## src/rtl/alu_issue_stage_if.sv

```systemverilog
// Instruction handshake between an upstream fetch/queue (master) and alu_issue_stage (slave).
interface alu_issue_stage_if;
  logic        in_valid;
  logic [31:0] in_instr;
  logic        in_ready;

  modport master (output in_valid, output in_instr, input  in_ready);
  modport slave  (input  in_valid, input  in_instr, output in_ready);
endinterface

```

## src/rtl/alu_issue_stage.sv

```systemverilog
// Multi-cycle operand/issue stage for Alu_Top: decode, register read, ALU drive, write-back.
// Define ALU_ISSUE_PERF_EN to add the perf_retired / perf_illegal counters.
module alu_issue_stage #(
  parameter int NREGS = 32,
  parameter int W     = 32
) (
  input  logic             clk,
  input  logic             rst,
  alu_issue_stage_if.slave in_if,
  output logic [5:0]       alu_opcode,
  output logic [5:0]       alu_func,
  output logic [W-1:0]     alu_a,
  output logic [W-1:0]     alu_b,
  input  logic [W-1:0]     alu_result,
  input  logic             alu_zero,
  input  logic             ld_wr_en,
  input  logic [4:0]       ld_wr_addr,
  input  logic [W-1:0]     ld_wr_data,
  output logic             done,
  output logic             illegal,
  output logic             ld_req,
  output logic [W-1:0]     ld_addr,
  output logic [4:0]       ld_rt,
  output logic             br_taken,
  output logic [W-1:0]     br_offset
`ifdef ALU_ISSUE_PERF_EN
  ,
  output logic [31:0]      perf_retired,
  output logic [15:0]      perf_illegal
`endif
);

  localparam logic [5:0] OP_RTYPE = 6'h00;
  localparam logic [5:0] OP_LW    = 6'h23;
  localparam logic [5:0] OP_BEQ   = 6'h04;
  localparam logic [5:0] FN_ADD   = 6'h20;
  localparam logic [5:0] FN_AND   = 6'h24;
  localparam logic [5:0] FN_SLT   = 6'h2A;

  typedef enum logic [1:0] {S_IDLE, S_DECODE, S_EXEC, S_WB} state_e;
  typedef enum logic [1:0] {C_RTYPE, C_LW, C_BEQ, C_ILLEGAL} cls_e;

  state_e         state_q, state_d;
  cls_e           cls_q, cls_d;
  logic [31:0]    instr_q, instr_d;
  logic [5:0]     opcode_q, opcode_d;
  logic [5:0]     func_q, func_d;
  logic [W-1:0]   a_q, a_d;
  logic [W-1:0]   b_q, b_d;
  logic [W-1:0]   result_q, result_d;
  logic           done_q, done_d;
  logic           illegal_q, illegal_d;
  logic           ld_req_q, ld_req_d;
  logic [W-1:0]   ld_addr_q, ld_addr_d;
  logic [4:0]     ld_rt_q, ld_rt_d;
  logic           br_taken_q, br_taken_d;
  logic [W-1:0]   br_offset_q, br_offset_d;
  logic [W-1:0]   rf_q [NREGS];
  logic [W-1:0]   rf_d [NREGS];
`ifdef ALU_ISSUE_PERF_EN
  logic [31:0]    perf_retired_q, perf_retired_d;
  logic [15:0]    perf_illegal_q, perf_illegal_d;
`endif

  // Instruction fields of the latched word.
  logic [5:0]     op_f, fn_f;
  logic [4:0]     rs_f, rt_f, rd_f;
  logic [W-1:0]   imm_sext;
  logic [W-1:0]   rs_val, rt_val;

  always_comb begin
    op_f     = instr_q[31:26];
    rs_f     = instr_q[25:21];
    rt_f     = instr_q[20:16];
    rd_f     = instr_q[15:11];
    fn_f     = instr_q[5:0];
    imm_sext = {{(W-16){instr_q[15]}}, instr_q[15:0]};
  end

  // Register read with write-first bypass from a concurrent load return; R0 is hardwired to 0.
  always_comb begin
    if (rs_f == 5'd0)                             rs_val = '0;
    else if (ld_wr_en && (ld_wr_addr == rs_f))    rs_val = ld_wr_data;
    else                                          rs_val = rf_q[rs_f];
    if (rt_f == 5'd0)                             rt_val = '0;
    else if (ld_wr_en && (ld_wr_addr == rt_f))    rt_val = ld_wr_data;
    else                                          rt_val = rf_q[rt_f];
  end

  always_comb begin
    // NOTE: every _d starts from its held value (pulses from 0) so no path through this
    // block leaves a variable unassigned, which would otherwise infer a latch.
    state_d     = state_q;
    cls_d       = cls_q;
    instr_d     = instr_q;
    opcode_d    = opcode_q;
    func_d      = func_q;
    a_d         = a_q;
    b_d         = b_q;
    result_d    = result_q;
    done_d      = 1'b0;
    illegal_d   = 1'b0;
    ld_req_d    = 1'b0;
    br_taken_d  = 1'b0;
    ld_addr_d   = ld_addr_q;
    ld_rt_d     = ld_rt_q;
    br_offset_d = br_offset_q;
    rf_d        = rf_q;

    if (ld_wr_en && (ld_wr_addr != 5'd0)) rf_d[ld_wr_addr] = ld_wr_data;

    unique case (state_q)
      S_IDLE: begin
        if (in_if.in_valid) begin
          instr_d = in_if.in_instr;
          state_d = S_DECODE;
        end
      end
      S_DECODE: begin
        state_d = S_EXEC;
        if ((op_f == OP_RTYPE) && ((fn_f == FN_ADD) || (fn_f == FN_AND) || (fn_f == FN_SLT))) begin
          cls_d    = C_RTYPE;
          opcode_d = OP_RTYPE;
          func_d   = fn_f;
          a_d      = rs_val;
          b_d      = rt_val;
        end else if (op_f == OP_LW) begin
          cls_d    = C_LW;
          opcode_d = OP_LW;
          func_d   = 6'd0;
          a_d      = rs_val;
          b_d      = imm_sext;
        end else if (op_f == OP_BEQ) begin
          cls_d    = C_BEQ;
          opcode_d = OP_BEQ;
          func_d   = 6'd0;
          a_d      = rs_val;
          b_d      = rt_val;
        end else begin
          cls_d    = C_ILLEGAL;
        end
      end
      S_EXEC: begin
        // Pulses are registered here so they are high for exactly the WB cycle.
        state_d  = S_WB;
        result_d = alu_result;
        done_d   = 1'b1;
        unique case (cls_q)
          C_LW: begin
            ld_req_d  = 1'b1;
            ld_addr_d = alu_result;
            ld_rt_d   = rt_f;
          end
          C_BEQ: begin
            br_taken_d  = alu_zero;
            br_offset_d = {imm_sext[W-3:0], 2'b00};
          end
          C_ILLEGAL: illegal_d = 1'b1;
          default: ;
        endcase
      end
      S_WB: begin
        state_d = S_IDLE;
        // Applied after the load-return write so the WB write wins on an index clash.
        if ((cls_q == C_RTYPE) && (rd_f != 5'd0)) rf_d[rd_f] = result_q;
      end
      default: state_d = S_IDLE;
    endcase
  end

`ifdef ALU_ISSUE_PERF_EN
  always_comb begin
    perf_retired_d = perf_retired_q;
    perf_illegal_d = perf_illegal_q;
    if (done_q)    perf_retired_d = perf_retired_q + 32'd1;
    if (illegal_q) perf_illegal_d = perf_illegal_q + 16'd1;
  end
`endif

  always_ff @(posedge clk) begin
    // NOTE: state is updated only with non-blocking assignments so every flop samples
    // the pre-edge values regardless of statement order.
    if (rst) begin
      state_q     <= S_IDLE;
      cls_q       <= C_ILLEGAL;
      instr_q     <= '0;
      opcode_q    <= '0;
      func_q      <= '0;
      a_q         <= '0;
      b_q         <= '0;
      result_q    <= '0;
      done_q      <= 1'b0;
      illegal_q   <= 1'b0;
      ld_req_q    <= 1'b0;
      ld_addr_q   <= '0;
      ld_rt_q     <= '0;
      br_taken_q  <= 1'b0;
      br_offset_q <= '0;
      // NOTE: the register file is architecturally cleared by reset, so it is built from
      // flops with a reset rather than inferred as a RAM macro without one.
      rf_q        <= '{default: '0};
`ifdef ALU_ISSUE_PERF_EN
      perf_retired_q <= '0;
      perf_illegal_q <= '0;
`endif
    end else begin
      state_q     <= state_d;
      cls_q       <= cls_d;
      instr_q     <= instr_d;
      opcode_q    <= opcode_d;
      func_q      <= func_d;
      a_q         <= a_d;
      b_q         <= b_d;
      result_q    <= result_d;
      done_q      <= done_d;
      illegal_q   <= illegal_d;
      ld_req_q    <= ld_req_d;
      ld_addr_q   <= ld_addr_d;
      ld_rt_q     <= ld_rt_d;
      br_taken_q  <= br_taken_d;
      br_offset_q <= br_offset_d;
      rf_q        <= rf_d;
`ifdef ALU_ISSUE_PERF_EN
      perf_retired_q <= perf_retired_d;
      perf_illegal_q <= perf_illegal_d;
`endif
    end
  end

  assign in_if.in_ready = (state_q == S_IDLE);
  assign alu_opcode     = opcode_q;
  assign alu_func       = func_q;
  assign alu_a          = a_q;
  assign alu_b          = b_q;
  assign done           = done_q;
  assign illegal        = illegal_q;
  assign ld_req         = ld_req_q;
  assign ld_addr        = ld_addr_q;
  assign ld_rt          = ld_rt_q;
  assign br_taken       = br_taken_q;
  assign br_offset      = br_offset_q;
`ifdef ALU_ISSUE_PERF_EN
  assign perf_retired   = perf_retired_q;
  assign perf_illegal   = perf_illegal_q;
`endif

  // Class pulses only ever accompany done, and at most one of them fires per retirement.
  a_pulse_with_done: assert property (@(posedge clk) disable iff (rst)
    (illegal_q || ld_req_q || br_taken_q) |-> done_q);
  a_pulse_onehot: assert property (@(posedge clk) disable iff (rst)
    $onehot0({illegal_q, ld_req_q, br_taken_q}));

endmodule
```

## src/flat_wrapper.sv

```systemverilog
// flat-port wrapper written by rule: the top's interface ports become plain ports
module alu_issue_stage_flat 
#(
  parameter int NREGS = 32,
  parameter int W     = 32
)
  (clk, rst, alu_opcode, alu_func, alu_a, alu_b, alu_result, alu_zero, ld_wr_en, ld_wr_addr, ld_wr_data, done, illegal, ld_req, ld_addr, ld_rt, br_taken, br_offset, in_if_in_valid, in_if_in_instr, in_if_in_ready);
  alu_issue_stage_if in_if_i ();
  input  logic clk;
  input  logic rst;
  output logic [5:0] alu_opcode;
  output logic [5:0] alu_func;
  output logic [W-1:0] alu_a;
  output logic [W-1:0] alu_b;
  input  logic [W-1:0] alu_result;
  input  logic alu_zero;
  input  logic ld_wr_en;
  input  logic [4:0] ld_wr_addr;
  input  logic [W-1:0] ld_wr_data;
  output logic done;
  output logic illegal;
  output logic ld_req;
  output logic [W-1:0] ld_addr;
  output logic [4:0] ld_rt;
  output logic br_taken;
  output logic [W-1:0] br_offset;
  input wire logic [$bits(in_if_i.in_valid)-1:0] in_if_in_valid;
  input wire logic [$bits(in_if_i.in_instr)-1:0] in_if_in_instr;
  output wire logic [$bits(in_if_i.in_ready)-1:0] in_if_in_ready;
  assign in_if_i.in_valid = in_if_in_valid;
  assign in_if_i.in_instr = in_if_in_instr;
  assign in_if_in_ready = in_if_i.in_ready;
  alu_issue_stage #(.NREGS(NREGS), .W(W)) u_core (.clk(clk), .rst(rst), .in_if(in_if_i), .alu_opcode(alu_opcode), .alu_func(alu_func), .alu_a(alu_a), .alu_b(alu_b), .alu_result(alu_result), .alu_zero(alu_zero), .ld_wr_en(ld_wr_en), .ld_wr_addr(ld_wr_addr), .ld_wr_data(ld_wr_data), .done(done), .illegal(illegal), .ld_req(ld_req), .ld_addr(ld_addr), .ld_rt(ld_rt), .br_taken(br_taken), .br_offset(br_offset));
endmodule
```

## config.mk

```make
export PLATFORM = sky130hd
export DESIGN_NAME = alu_issue_stage_flat
export DESIGN_NICKNAME = d
export VERILOG_FILES = /design/src/rtl/alu_issue_stage_if.sv /design/src/rtl/alu_issue_stage.sv /design/src/flat_wrapper.sv
export SDC_FILE = /design/constraint.sdc
export NUM_CORES = 2
export LEC_CHECK = 0
export BUFFER_PORTS_ARGS = -buffer_cell sky130_fd_sc_hd__buf_4
export CAP_MARGIN = 20
export CORE_MARGIN = 5
export CORE_UTILIZATION = 40
export CTS_BUF_LIST = sky130_fd_sc_hd__clkbuf_2 sky130_fd_sc_hd__clkbuf_4 sky130_fd_sc_hd__clkbuf_8
export CTS_CLUSTER_DIAMETER = 40
export DETAILED_ROUTE_END_ITERATION = 8
export GPL_TIMING_DRIVEN = 1
export PLACE_DENSITY_LB_ADDON = 0.05
export SETUP_SLACK_MARGIN = 0.2
export SYNTH_ARGS = -nofsm -noshare
export SYNTH_HDL_FRONTEND = slang
export SYNTH_SLANG_ARGS = --single-unit
```

## constraint.sdc

```tcl
create_clock -name clk -period 5.7 [get_ports clk]
set_input_delay 0.285 -clock clk [delete_from_list [all_inputs] [get_ports clk]]
set_output_delay 0.285 -clock clk [all_outputs]
set_load 0.02 [all_outputs]
```

==> metrics <==
outcome=finished, final reports clean; HP Class=in2reg; Final setup viols=0; Hold Fails Final Rpt=0; gr usage total=37.4%; largest net degree at the start of global routing=203; Syn Std Cell Area=68900 um^2; maximum resistive drop on vdd=0.306 mV; Adder-Cell Fraction of Synth Area=0.0727%; commonest cells after routing, fill and taps aside=dfxtp_1, nor2_1, mux2i_1; Seq/Total Area, Yosys=35.5%; Post-Synth Simple-Gate Area=12.8%; achievable frequency=0.252 GHz; synthesis-to-finish area growth=16.3%; post-synthesis mux area share=29.9%; Row Count=152; GRT overflow=0; hpwl dp=201000 um; # IOs=256; area leader, netlist=dfxtp_1; CTS resizes=0; commonest non-fill, non-tap cell in the layout=dfxtp_1; Pwr Total=24.9 mW; setup TNS=0 ns; Critical Path Fanout Max=28; Synth top area share=35.5%; compound-gate portion of the synthesized area=16.1%; die area=181000 um^2; fin nets=7328; CTS tree=built; Hold WS=0.0732 ns; Post-synth EDFFs=0; die height=425 um; Slew headroom=15.0%; layout cells sized above 1=22.0%; root buffer cell=clkbuf_8; clock buffer depth=4; Worst Skew=0.0776 ns; synth top area cells=dfxtp_1, mux4_2, mux2i_1, a211oi_1, nor2_1; latest clock arrival within the worst-skew pair=1.08 ns; post-route minimum period=3.96 ns; Worst-Margin Slew=1.27 ns; leakage=30.7 nW; clk slew on worst S/H paths=0.05 ns; met2 routed wirelength=145000 um; Met1 Routed Length=144000 um; Clock Sink Count=1221; number of vias per cell=6.69; Cell variety after synth=61; hold path startpoint=alu_result[22]; Top Layer Used=met5; fill cell count=16080; DRC Markers=0; total core area=172000 um^2; Max-cap violations=0; CP endpoint kind=register; Synth warnings=0; Crit. Startpoint=u_core.instr_q[11]$_SDFFE_PP0P_; DRT Pass-1 Iters=6; pwr dens=311 nW/um^2; arrival time worst endpoint=4.87 ns; CTS Buf Count=281; Pins Over Slew Limit=0; critical path required time=6.61 ns; Synth Flop Type=dfxtp_1; initial antenna violation count=24; average size of a mapped cell=9.52 um^2; vias in the first global route=60484; FF+latch count, synth=1221; Chip Width=425 um; Routed WL=350000 um; Worst R2R Start=u_core.instr_q[11]$_SDFFE_PP0P_; PortBufs=251; Vias=65030; Initial Util=40.2%; H-tree depth=5; post-synthesis xor/xnor area fraction=0.127%; Wirelength per Cell=36.1 um; crit start category=register; largest family of logic cells by synthesized area=multiplexers; RD Place Congestion=0.870; ys async rst share=0%; Gate Count Post-Synth=7238; crit path kind=reg2reg; period utilization=69.5%; post-route ant nets=0; routed length on met3=42000 um; RSZ-0062 raised after global routing=no; Iter 0 DRT Violations=9564; first-pass GRT wire length=486000 um
-- metrics by stage --
stage	setup slack (ns)	util, %	cells	instance area (um^2)
global placement	1.89	42.1	9059	72300
global route	1.66	46.7	9714	80100
finish	1.74	46.7	9719	80100
CTS	1.80	46.6	9705	80000
detailed placement	1.85	42.2	9065	72400
floorplan	3.16	-	7241	68900
-- sequential cells by signal (all words and copies together) (netlist names) --
name / count
u_core.done: 1
u_core.ld_rt: 5
u_core.instr_q: 32
u_core.ld_addr: 32
u_core.result_q: 32
u_core.br_offset: 16
u_core.ld_req: 1
u_core.state_q: 2
u_core.alu_b: 32
u_core.br_taken: 1
u_core.illegal: 1
u_core.cls_q: 2
u_core.rf_q: 1024
u_core.alu_opcode: 2
u_core.alu_a: 32
u_core.alu_func: 6
-- metal layers --
metal  global-route usage, %  vias to the layer above
met4                    18.0                        4
li1                        -                    27021
met5                       0                        -
met2                    53.8                     4437
met1                    52.0                    32648
met3                    10.1                      920
-- critical path, cell delays in order (launching register included) --
cell	delay (ns)
dfxtp_1	0.72
or3b_2	0.58
nor2b_1	0.84
nand2_2	0.76
buf_4	0.56
a211oi_1	0.31
-- logic make-up after synthesis --
logic type	after synthesis
flip-flops	1221
other	1
AO/OA/AOI/OAI	1458
multiplexers	1453
adder cells (fa/ha/maj)	4
buffers and inverters	949
AND/OR/NAND/NOR	2142
XOR/XNOR	10
-- area by class of cell --
| type | instances | area, um^2 | area share (%) |
|---|---|---|---|
| tap | 2310 | 2890 | 3.61 |
| timing repair buffer | 636 | 5590 | 6.97 |
| inverter | 7 | 32.5 | 0.0406 |
| clock inverter | 62 | 756 | 0.943 |
| multi-input combinational | 5071 | 41200 | 51.5 |
| antenna | 9 | 22.5 | 0.0281 |
| sequential | 1221 | 24500 | 30.5 |
| clock buffer | 403 | 5110 | 6.38 |
-- report_power, final --
part / switching [mW] / internal (mW)
clock: 4.43 / 6.50
combinational: 3.32 / 1.52
sequential: 0.437 / 8.72
total: 8.19 / 16.7
-- synth_stat cells, types with 35 or more instances --
cell and n:
nand3_1 130, nor2b_1 64, and2_1 41, buf_2 97, o22ai_1 54, nand2_1 767
a211oi_1 649, buf_1 101, mux4_2 471, a21oi_1 143, nor2_1 1037, a221oi_1 102
buf_4 35, clkbuf_1 703, a311oi_1 280, o21ai_0 76, dfxtp_1 1221, mux2_2 105
mux2i_1 875, a221o_1 61
-- final timing paths --
kind                                endpoint  slack, ns  depth (start not counted)
max              u_core.rf_q[341]$_SDFF_PP0_       1.74                          5
min          u_core.ld_addr[22]$_SDFFE_PP0P_       0.07                          4
max reg2reg      u_core.rf_q[341]$_SDFF_PP0_       1.74                          5
min reg2reg  u_core.ld_addr[13]$_SDFFE_PP0P_       0.45                          2
-- repair_timing --
item | in CTS | in global routing
buffers inserted | 0 | 0
hold buffers | 175 | 0
endpoints found under the hold margin | 1135 | 0
Note: power is estimated with default switching activity, not from simulation.
